--- src/rtl/aud_mode_ctrl.sv ---
// ----------------------------------------------------------------------------
// aud_mode_ctrl
//   Central sequencer for the WM8731 record/playback datapath. Kicks off the
//   I2C codec initialiser, turns key presses into one-cycle start/pause/stop
//   strobes for the recorder and the DSP/player, latches the playback speed
//   and interpolation mode, remembers where the last recording ended and
//   decides which side owns the SRAM.
//
// Ports
//   i_clk, i_rst                 clock (posedge), async active-high reset
//   i_key_0 / i_key_1 / i_key_2  record/pause, play/pause, stop key levels
//   i_speed_sw                   [SPD_W] fast(1)/slow(0), [SPD_W-1:0] factor-1
//   i_interp_sw                  slow mode: 0 constant, 1 linear interpolation
//   i_init_done                  I2C initialiser finished (level)
//   i_rec_addr, i_play_addr      recorder write / DSP read word addresses
//   o_i2c_start                  one-cycle codec init strobe
//   o_rec_*, o_play_*            one-cycle recorder / player strobes
//   o_fast, o_slow_0, o_slow_1   playback mode levels (one-hot, all 0 = 1x)
//   o_speed                      latched factor-1
//   o_sram_rec_sel               1 = recorder owns SRAM, 0 = player reads
//   o_rec_end_addr               last address of the valid recording
//   o_state                      current state encoding (debug/LED)
// ----------------------------------------------------------------------------
module aud_mode_ctrl #(
    parameter int unsigned       ADDR_W   = 20,
    parameter logic [ADDR_W-1:0] MAX_ADDR = {ADDR_W{1'b1}},
    parameter int unsigned       SPD_W    = 3
) (
    input  logic              i_clk,
    input  logic              i_rst,
    input  logic              i_key_0,
    input  logic              i_key_1,
    input  logic              i_key_2,
    input  logic [SPD_W:0]    i_speed_sw,
    input  logic              i_interp_sw,
    input  logic              i_init_done,
    input  logic [ADDR_W-1:0] i_rec_addr,
    input  logic [ADDR_W-1:0] i_play_addr,
    output logic              o_i2c_start,
    output logic              o_rec_start,
    output logic              o_rec_pause,
    output logic              o_rec_stop,
    output logic              o_play_start,
    output logic              o_play_pause,
    output logic              o_play_stop,
    output logic              o_fast,
    output logic              o_slow_0,
    output logic              o_slow_1,
    output logic [SPD_W-1:0]  o_speed,
    output logic              o_sram_rec_sel,
    output logic [ADDR_W-1:0] o_rec_end_addr,
    output logic [2:0]        o_state
);

    typedef enum logic [2:0] {
        S_INIT       = 3'd0,
        S_IDLE       = 3'd1,
        S_REC        = 3'd2,
        S_REC_PAUSE  = 3'd3,
        S_PLAY       = 3'd4,
        S_PLAY_PAUSE = 3'd5
    } state_t;

    state_t            state_q,      state_d;
    logic [2:0]        key_prev_q,   key_prev_d;
    logic              init_sent_q,  init_sent_d;
    logic              i2c_start_q,  i2c_start_d;
    logic              rec_start_q,  rec_start_d;
    logic              rec_pause_q,  rec_pause_d;
    logic              rec_stop_q,   rec_stop_d;
    logic              play_start_q, play_start_d;
    logic              play_pause_q, play_pause_d;
    logic              play_stop_q,  play_stop_d;
    logic              fast_q,       fast_d;
    logic              slow_0_q,     slow_0_d;
    logic              slow_1_q,     slow_1_d;
    logic [SPD_W-1:0]  speed_q,      speed_d;
    logic              sel_q,        sel_d;
    logic [ADDR_W-1:0] end_addr_q,   end_addr_d;

    logic [2:0] keys;
    logic [2:0] press;
    logic       win_0, win_1, win_2;
    logic       enter_play;

    assign keys  = {i_key_2, i_key_1, i_key_0};
    assign press = keys & ~key_prev_q;

    // Only the highest-priority press acts (stop > record > play); the
    // losers are dropped even when the winner means nothing in this state.
    assign win_2 = press[2];
    assign win_0 = press[0] & ~press[2];
    assign win_1 = press[1] & ~press[2] & ~press[0];

    always_comb begin
        // NOTE: every variable gets a default before the case so no path
        // leaves it unassigned -- that is what keeps this block latch-free.
        state_d      = state_q;
        key_prev_d   = keys;
        init_sent_d  = init_sent_q;
        i2c_start_d  = 1'b0;
        rec_start_d  = 1'b0;
        rec_pause_d  = 1'b0;
        rec_stop_d   = 1'b0;
        play_start_d = 1'b0;
        play_pause_d = 1'b0;
        play_stop_d  = 1'b0;
        fast_d       = fast_q;
        slow_0_d     = slow_0_q;
        slow_1_d     = slow_1_q;
        speed_d      = speed_q;
        end_addr_d   = end_addr_q;
        enter_play   = 1'b0;

        case (state_q)
            S_INIT: begin
                // Fire the codec init once, then wait for it; a done level
                // seen before our own strobe is not trusted.
                if (!init_sent_q) begin
                    i2c_start_d = 1'b1;
                    init_sent_d = 1'b1;
                end else if (i_init_done) begin
                    state_d = S_IDLE;
                end
            end
            S_IDLE: begin
                if (win_0) begin
                    state_d     = S_REC;
                    rec_start_d = 1'b1;
                end else if (win_1 && (end_addr_q != '0)) begin
                    state_d      = S_PLAY;
                    play_start_d = 1'b1;
                    enter_play   = 1'b1;
                end
            end
            S_REC: begin
                // Hitting the top of SRAM stops the take regardless of keys.
                if (win_2 || (i_rec_addr == MAX_ADDR)) begin
                    state_d    = S_IDLE;
                    rec_stop_d = 1'b1;
                    end_addr_d = i_rec_addr;
                end else if (win_0) begin
                    state_d     = S_REC_PAUSE;
                    rec_pause_d = 1'b1;
                end
            end
            S_REC_PAUSE: begin
                if (win_2) begin
                    state_d    = S_IDLE;
                    rec_stop_d = 1'b1;
                    end_addr_d = i_rec_addr;
                end else if (win_0) begin
                    state_d     = S_REC;
                    rec_start_d = 1'b1;
                end
            end
            S_PLAY: begin
                // Running past the recorded data ends playback before any key.
                if (win_2 || (i_play_addr >= end_addr_q)) begin
                    state_d     = S_IDLE;
                    play_stop_d = 1'b1;
                end else if (win_1) begin
                    state_d      = S_PLAY_PAUSE;
                    play_pause_d = 1'b1;
                end
            end
            S_PLAY_PAUSE: begin
                if (win_2) begin
                    state_d     = S_IDLE;
                    play_stop_d = 1'b1;
                end else if (win_1) begin
                    state_d      = S_PLAY;
                    play_start_d = 1'b1;
                    enter_play   = 1'b1;
                end
            end
            default: state_d = S_INIT;
        endcase

        // Switches are sampled only on entry to playback, so fiddling with
        // them mid-play does not disturb the running stream.
        if (enter_play) begin
            speed_d  = i_speed_sw[SPD_W-1:0];
            fast_d   = 1'b0;
            slow_0_d = 1'b0;
            slow_1_d = 1'b0;
            if (i_speed_sw[SPD_W-1:0] != '0) begin
                if (i_speed_sw[SPD_W])  fast_d   = 1'b1;
                else if (i_interp_sw)   slow_1_d = 1'b1;
                else                    slow_0_d = 1'b1;
            end
        end

        if (state_d == S_IDLE) begin
            fast_d   = 1'b0;
            slow_0_d = 1'b0;
            slow_1_d = 1'b0;
        end

        sel_d = (state_d == S_REC) || (state_d == S_REC_PAUSE);
    end

    // NOTE: sequential state uses non-blocking assignments so every flop
    // samples the pre-edge values, independent of statement order.
    always_ff @(posedge i_clk or posedge i_rst) begin
        if (i_rst) begin
            state_q      <= S_INIT;
            key_prev_q   <= '0;
            init_sent_q  <= 1'b0;
            i2c_start_q  <= 1'b0;
            rec_start_q  <= 1'b0;
            rec_pause_q  <= 1'b0;
            rec_stop_q   <= 1'b0;
            play_start_q <= 1'b0;
            play_pause_q <= 1'b0;
            play_stop_q  <= 1'b0;
            fast_q       <= 1'b0;
            slow_0_q     <= 1'b0;
            slow_1_q     <= 1'b0;
            speed_q      <= '0;
            sel_q        <= 1'b0;
            end_addr_q   <= '0;
        end else begin
            state_q      <= state_d;
            key_prev_q   <= key_prev_d;
            init_sent_q  <= init_sent_d;
            i2c_start_q  <= i2c_start_d;
            rec_start_q  <= rec_start_d;
            rec_pause_q  <= rec_pause_d;
            rec_stop_q   <= rec_stop_d;
            play_start_q <= play_start_d;
            play_pause_q <= play_pause_d;
            play_stop_q  <= play_stop_d;
            fast_q       <= fast_d;
            slow_0_q     <= slow_0_d;
            slow_1_q     <= slow_1_d;
            speed_q      <= speed_d;
            sel_q        <= sel_d;
            end_addr_q   <= end_addr_d;
        end
    end

    assign o_i2c_start    = i2c_start_q;
    assign o_rec_start    = rec_start_q;
    assign o_rec_pause    = rec_pause_q;
    assign o_rec_stop     = rec_stop_q;
    assign o_play_start   = play_start_q;
    assign o_play_pause   = play_pause_q;
    assign o_play_stop    = play_stop_q;
    assign o_fast         = fast_q;
    assign o_slow_0       = slow_0_q;
    assign o_slow_1       = slow_1_q;
    assign o_speed        = speed_q;
    assign o_sram_rec_sel = sel_q;
    assign o_rec_end_addr = end_addr_q;
    assign o_state        = state_q;

endmodule

--- config.mk ---
export PLATFORM = sky130hd
export DESIGN_NAME = aud_mode_ctrl
export DESIGN_NICKNAME = d
export VERILOG_FILES = /design/src/rtl/aud_mode_ctrl.sv
export SDC_FILE = /design/constraint.sdc
export NUM_CORES = 1
export LEC_CHECK = 0
export ABC_AREA = 1
export CORE_AREA = 2 2 64 66
export DETAILED_ROUTE_END_ITERATION = 6
export DIE_AREA = 0 0 66 68
export DONT_BUFFER_PORTS = 1
export HOLD_SLACK_MARGIN = 0.08
export PLACE_DENSITY = 0.81
export SLEW_MARGIN = 0
export SYNTH_ARGS = -nofsm -noshare
export SYNTH_HDL_FRONTEND = slang
export SYNTH_SLANG_ARGS = --single-unit
export TNS_END_PERCENT = 100
--- constraint.sdc ---
create_clock -name i_clk -period 4.8 [get_ports i_clk]
set_input_delay 0.96 -clock i_clk [delete_from_list [all_inputs] [get_ports i_clk]]
set_output_delay 0.96 -clock i_clk [all_outputs]
set_load 0.01 [all_outputs]
==> impl_metrics.tcl <==
set metrics [dict create \
    outcome "finished clean" \
    crit_path_end_kind "register" \
    ant_nets 0 \
    clk_latency_ns 0.30 \
    num_vias 1973 \
    synth_cells 317 \
    wl_met1_um 2100 \
    core_area_um2 3860 \
    cts.repair.resized 0 \
    worst_r2r_path_depth 8 \
    cp_common_cell "nand2_1" \
    dieArea_um2 4490 \
    drt_iter0_drc 92 \
    clock.fmax_mhz 400 \
    worst-path-buf-inv 1 \
    peakVddDrop_v 0.000403 \
    wl_met2_um 2300 \
    n_antenna_cell 0 \
    gr-usage-all-layers 0.234 \
    critPathMaxStageDelay_ns 0.47 \
    wl_met3_um 493 \
    wl_per_cell_um 13.4 \
    timing.setup.tns_ns 0 \
    holdCritStartpoint "init_sent_q" \
    ys_warn_count 0 \
    cp_top_family "simple AND/OR/NAND/NOR gates" \
    cts.clk_slew.worst_paths_ns 0.08 \
    syn_nets 388 \
    slew_headroom 0.606 \
    synth_seq_cells 41 \
    syn-mean-instance-area_um2 7.55 \
    grt_max_degree 42 \
    hold_buffers 0 \
    cts_sinks 41 \
    rsz0062_at_grt "false" \
    dpl.hpwl_um 3930 \
    cts_buffers 5 \
    netlist_area_um2 2390 \
    place.port_buffers 0 \
    gp_congestion 0.829 \
    drc 0 \
    die_h_um 68 \
    dr.max_layer_used "met4" \
    grt_pass1_vias 1869 \
    core.rowCount 23 \
    grt_pass1_wl_um 7980 \
    critical_path_class "input port to register" \
    root_buffer "clkbuf_8" \
    r2r_start "o_state[2]" \
    cp.required_ns 4.99 \
    path_max_fanout 23 \
    detail_route.vias_per_cell 5.30 \
    dp_cells 364 \
    layout-drive-gt1-share 0.0652 \
    area_growth_pct 5.28 \
    critPathLaunchType "input port" \
    rr_endpoint "o_rec_end_addr[0]" \
    ys_seq_area_frac 0.429 \
    synth_cell_type_count 24 \
    antenna_found_initial 0 \
    fin_skew_ns 0.00629 \
    final_cells 372 \
    rrSetupSlack_ns 2.58 \
    min_path_cells 1 \
    crit_path_top_delay_cell "nor2_2" \
    dp_slack_ns 2.00 \
    maxCapViolCount 0 \
    hold_viol_final 0 \
    leakagePower_uw 0.00135 \
    fillers 337 \
    slew_violations 0 \
    clk_path_buf_depth 2 \
    setup_ws_ns 2.30 \
    cp_cell_sequence "nand2_1 > nor2_1 > nand3_1 > o21ai_1 > nand2_1 > nor2_2 > buf_4 > mux2_4" \
    worstPathArrival_ns 2.69 \
    holdPathEnd "o_i2c_start" \
    pwr_density_cell_nw_per_um2 592 \
    min_period_ns 2.50 \
    h-tree-depth 2 \
    grt-ovfl-total 0 \
    cts_tree "yes" \
    worst_pin_slew_ns 0.591 \
    firstDrtPassIters 6 \
    setup-violations-final 0 \
    min_path_type "register to register" \
    final_net_count 392 \
    start_util 0.621 \
    wirelength_um 4980 \
    ios 88 \
    die_w_um 66 \
    finalCritPeriodShare 0.520 \
    cts_setup_buffers 0 \
]
[Yosys cell counts]
master    instances  area share
mux2_2            1      0.0047
mux2_4            1      0.0063
a22oi_1           1      0.0031
buf_6             2      0.0094
inv_1            49       0.077
nand2_1          96        0.15
ha_1             20        0.10
a21oi_1          11       0.023
o21ai_1           3      0.0063
mux2_1            1      0.0047
nor2_1           39       0.061
a21o_1            1      0.0031
nor3_1            1      0.0021
nand2_2           2      0.0052
o21ai_0          21       0.044
o21bai_1          2      0.0063
nand3_1          13       0.027
o21ai_2           1      0.0037
nor3_2            2      0.0084
nor2_2            3      0.0078
nand4_1           2      0.0052
dfrtp_1          41        0.43
inv_2             1      0.0016
buf_2             3      0.0063
[through the flow]
step	power [uW]	utilization	hold WS, ns	instance area, um^2
after detailed placement	1270	0.631	0.454	2430
after global routing	1650	0.653	0.514	2520
after floorplan	1140	-	0.423	2390
after global placement	1250	0.631	0.443	2430
final	1490	0.653	0.465	2520
after CTS	1500	0.653	0.465	2520
[how the worst max path moves through the flow]
stage,start,to,slack (ns),cells after the start
2_1_floorplan,i_play_addr[19],o_slow_0,2.56,12
3_3_place_gp,i_rec_addr[5],o_rec_end_addr[0],2.09,8
3_5_place_dp,i_rec_addr[5],o_rec_end_addr[0],2.00,8
4_1_cts,i_rec_addr[5],o_rec_end_addr[0],2.32,8
5_1_grt,i_rec_addr[5],o_rec_end_addr[0],2.13,8
6_report,i_rec_addr[5],o_rec_end_addr[0],2.30,8
[worst register-to-register path: stages, from the launching register on]
cell	delay, ns
dfrtp_1	0.45
inv_2	0.10
nand2_2	0.12
nor3_2	0.06
o21ai_1	0.13
nand2_1	0.11
nor2_2	0.47
buf_4	0.34
mux2_4	0.32
[layout make-up]
type	count	area [um^2]	share of cell area
clock buffer	5	68.8	0.0273
multi-input combinational	221	1140	0.453
sequential	41	1030	0.407
timing repair buffer	2	15.0	0.00596
tap	50	62.6	0.0248
clock inverter	3	17.5	0.00695
inverter	50	188	0.0745
[report_power, final]
part           internal (uW)  switching [uW]
Sequential               476             172
Clock                    100             123
Combinational            231             389
Total                    808             684
[per-layer routing]
metal / up-vias / global-route usage
met2: 99 / 0.405
met1: 870 / 0.269
li1: 993 / -
met4: 0 / 0.0918
met3: 11 / 0.0789
met5: - / 0
[logic make-up after synthesis]
| kind of cell | Yosys count | share of synthesized area |
|---|---|---|
| adder cells (fa/ha/maj) | 20 | 0.105 |
| AO/OA/AOI/OAI | 40 | 0.0894 |
| multiplexers | 3 | 0.0157 |
| AND/OR/NAND/NOR | 158 | 0.268 |
| buffers and inverters | 55 | 0.0941 |
| flip-flops | 41 | 0.429 |
[sequential cells by signal (all words and copies together) (netlist names)]
name and flops:
init_sent_q 1, key_prev_q 3, o_fast 1, o_i2c_start 1, o_play_pause 1, o_play_start 1
o_play_stop 1, o_rec_end_addr 20, o_rec_pause 1, o_rec_start 1, o_rec_stop 1, o_slow_0 1
o_slow_1 1, o_speed 3, o_sram_rec_sel 1, o_state 3
[layout by cell type (no fill, tap or decap)]
cell type / n
o21ai_1: 3
o21bai_1: 2
mux2_4: 1
clkinv_2: 2
a22oi_1: 1
inv_2: 1
clkbuf_8: 5
dfrtp_1: 41
mux2_2: 1
o21ai_2: 1
a21oi_1: 11
a21o_1: 1
nor3_1: 1
inv_1: 48
nand2_2: 2
clkinvlp_4: 1
nor3_2: 2
buf_4: 2
ha_1: 20
nand2_1: 96
clkinv_1: 1
o21ai_0: 21
nand4_1: 2
nor2_2: 3
mux2_1: 1
nand3_1: 13
nor2_1: 39
No activity file was read; power rests on OpenSTA's default activity.
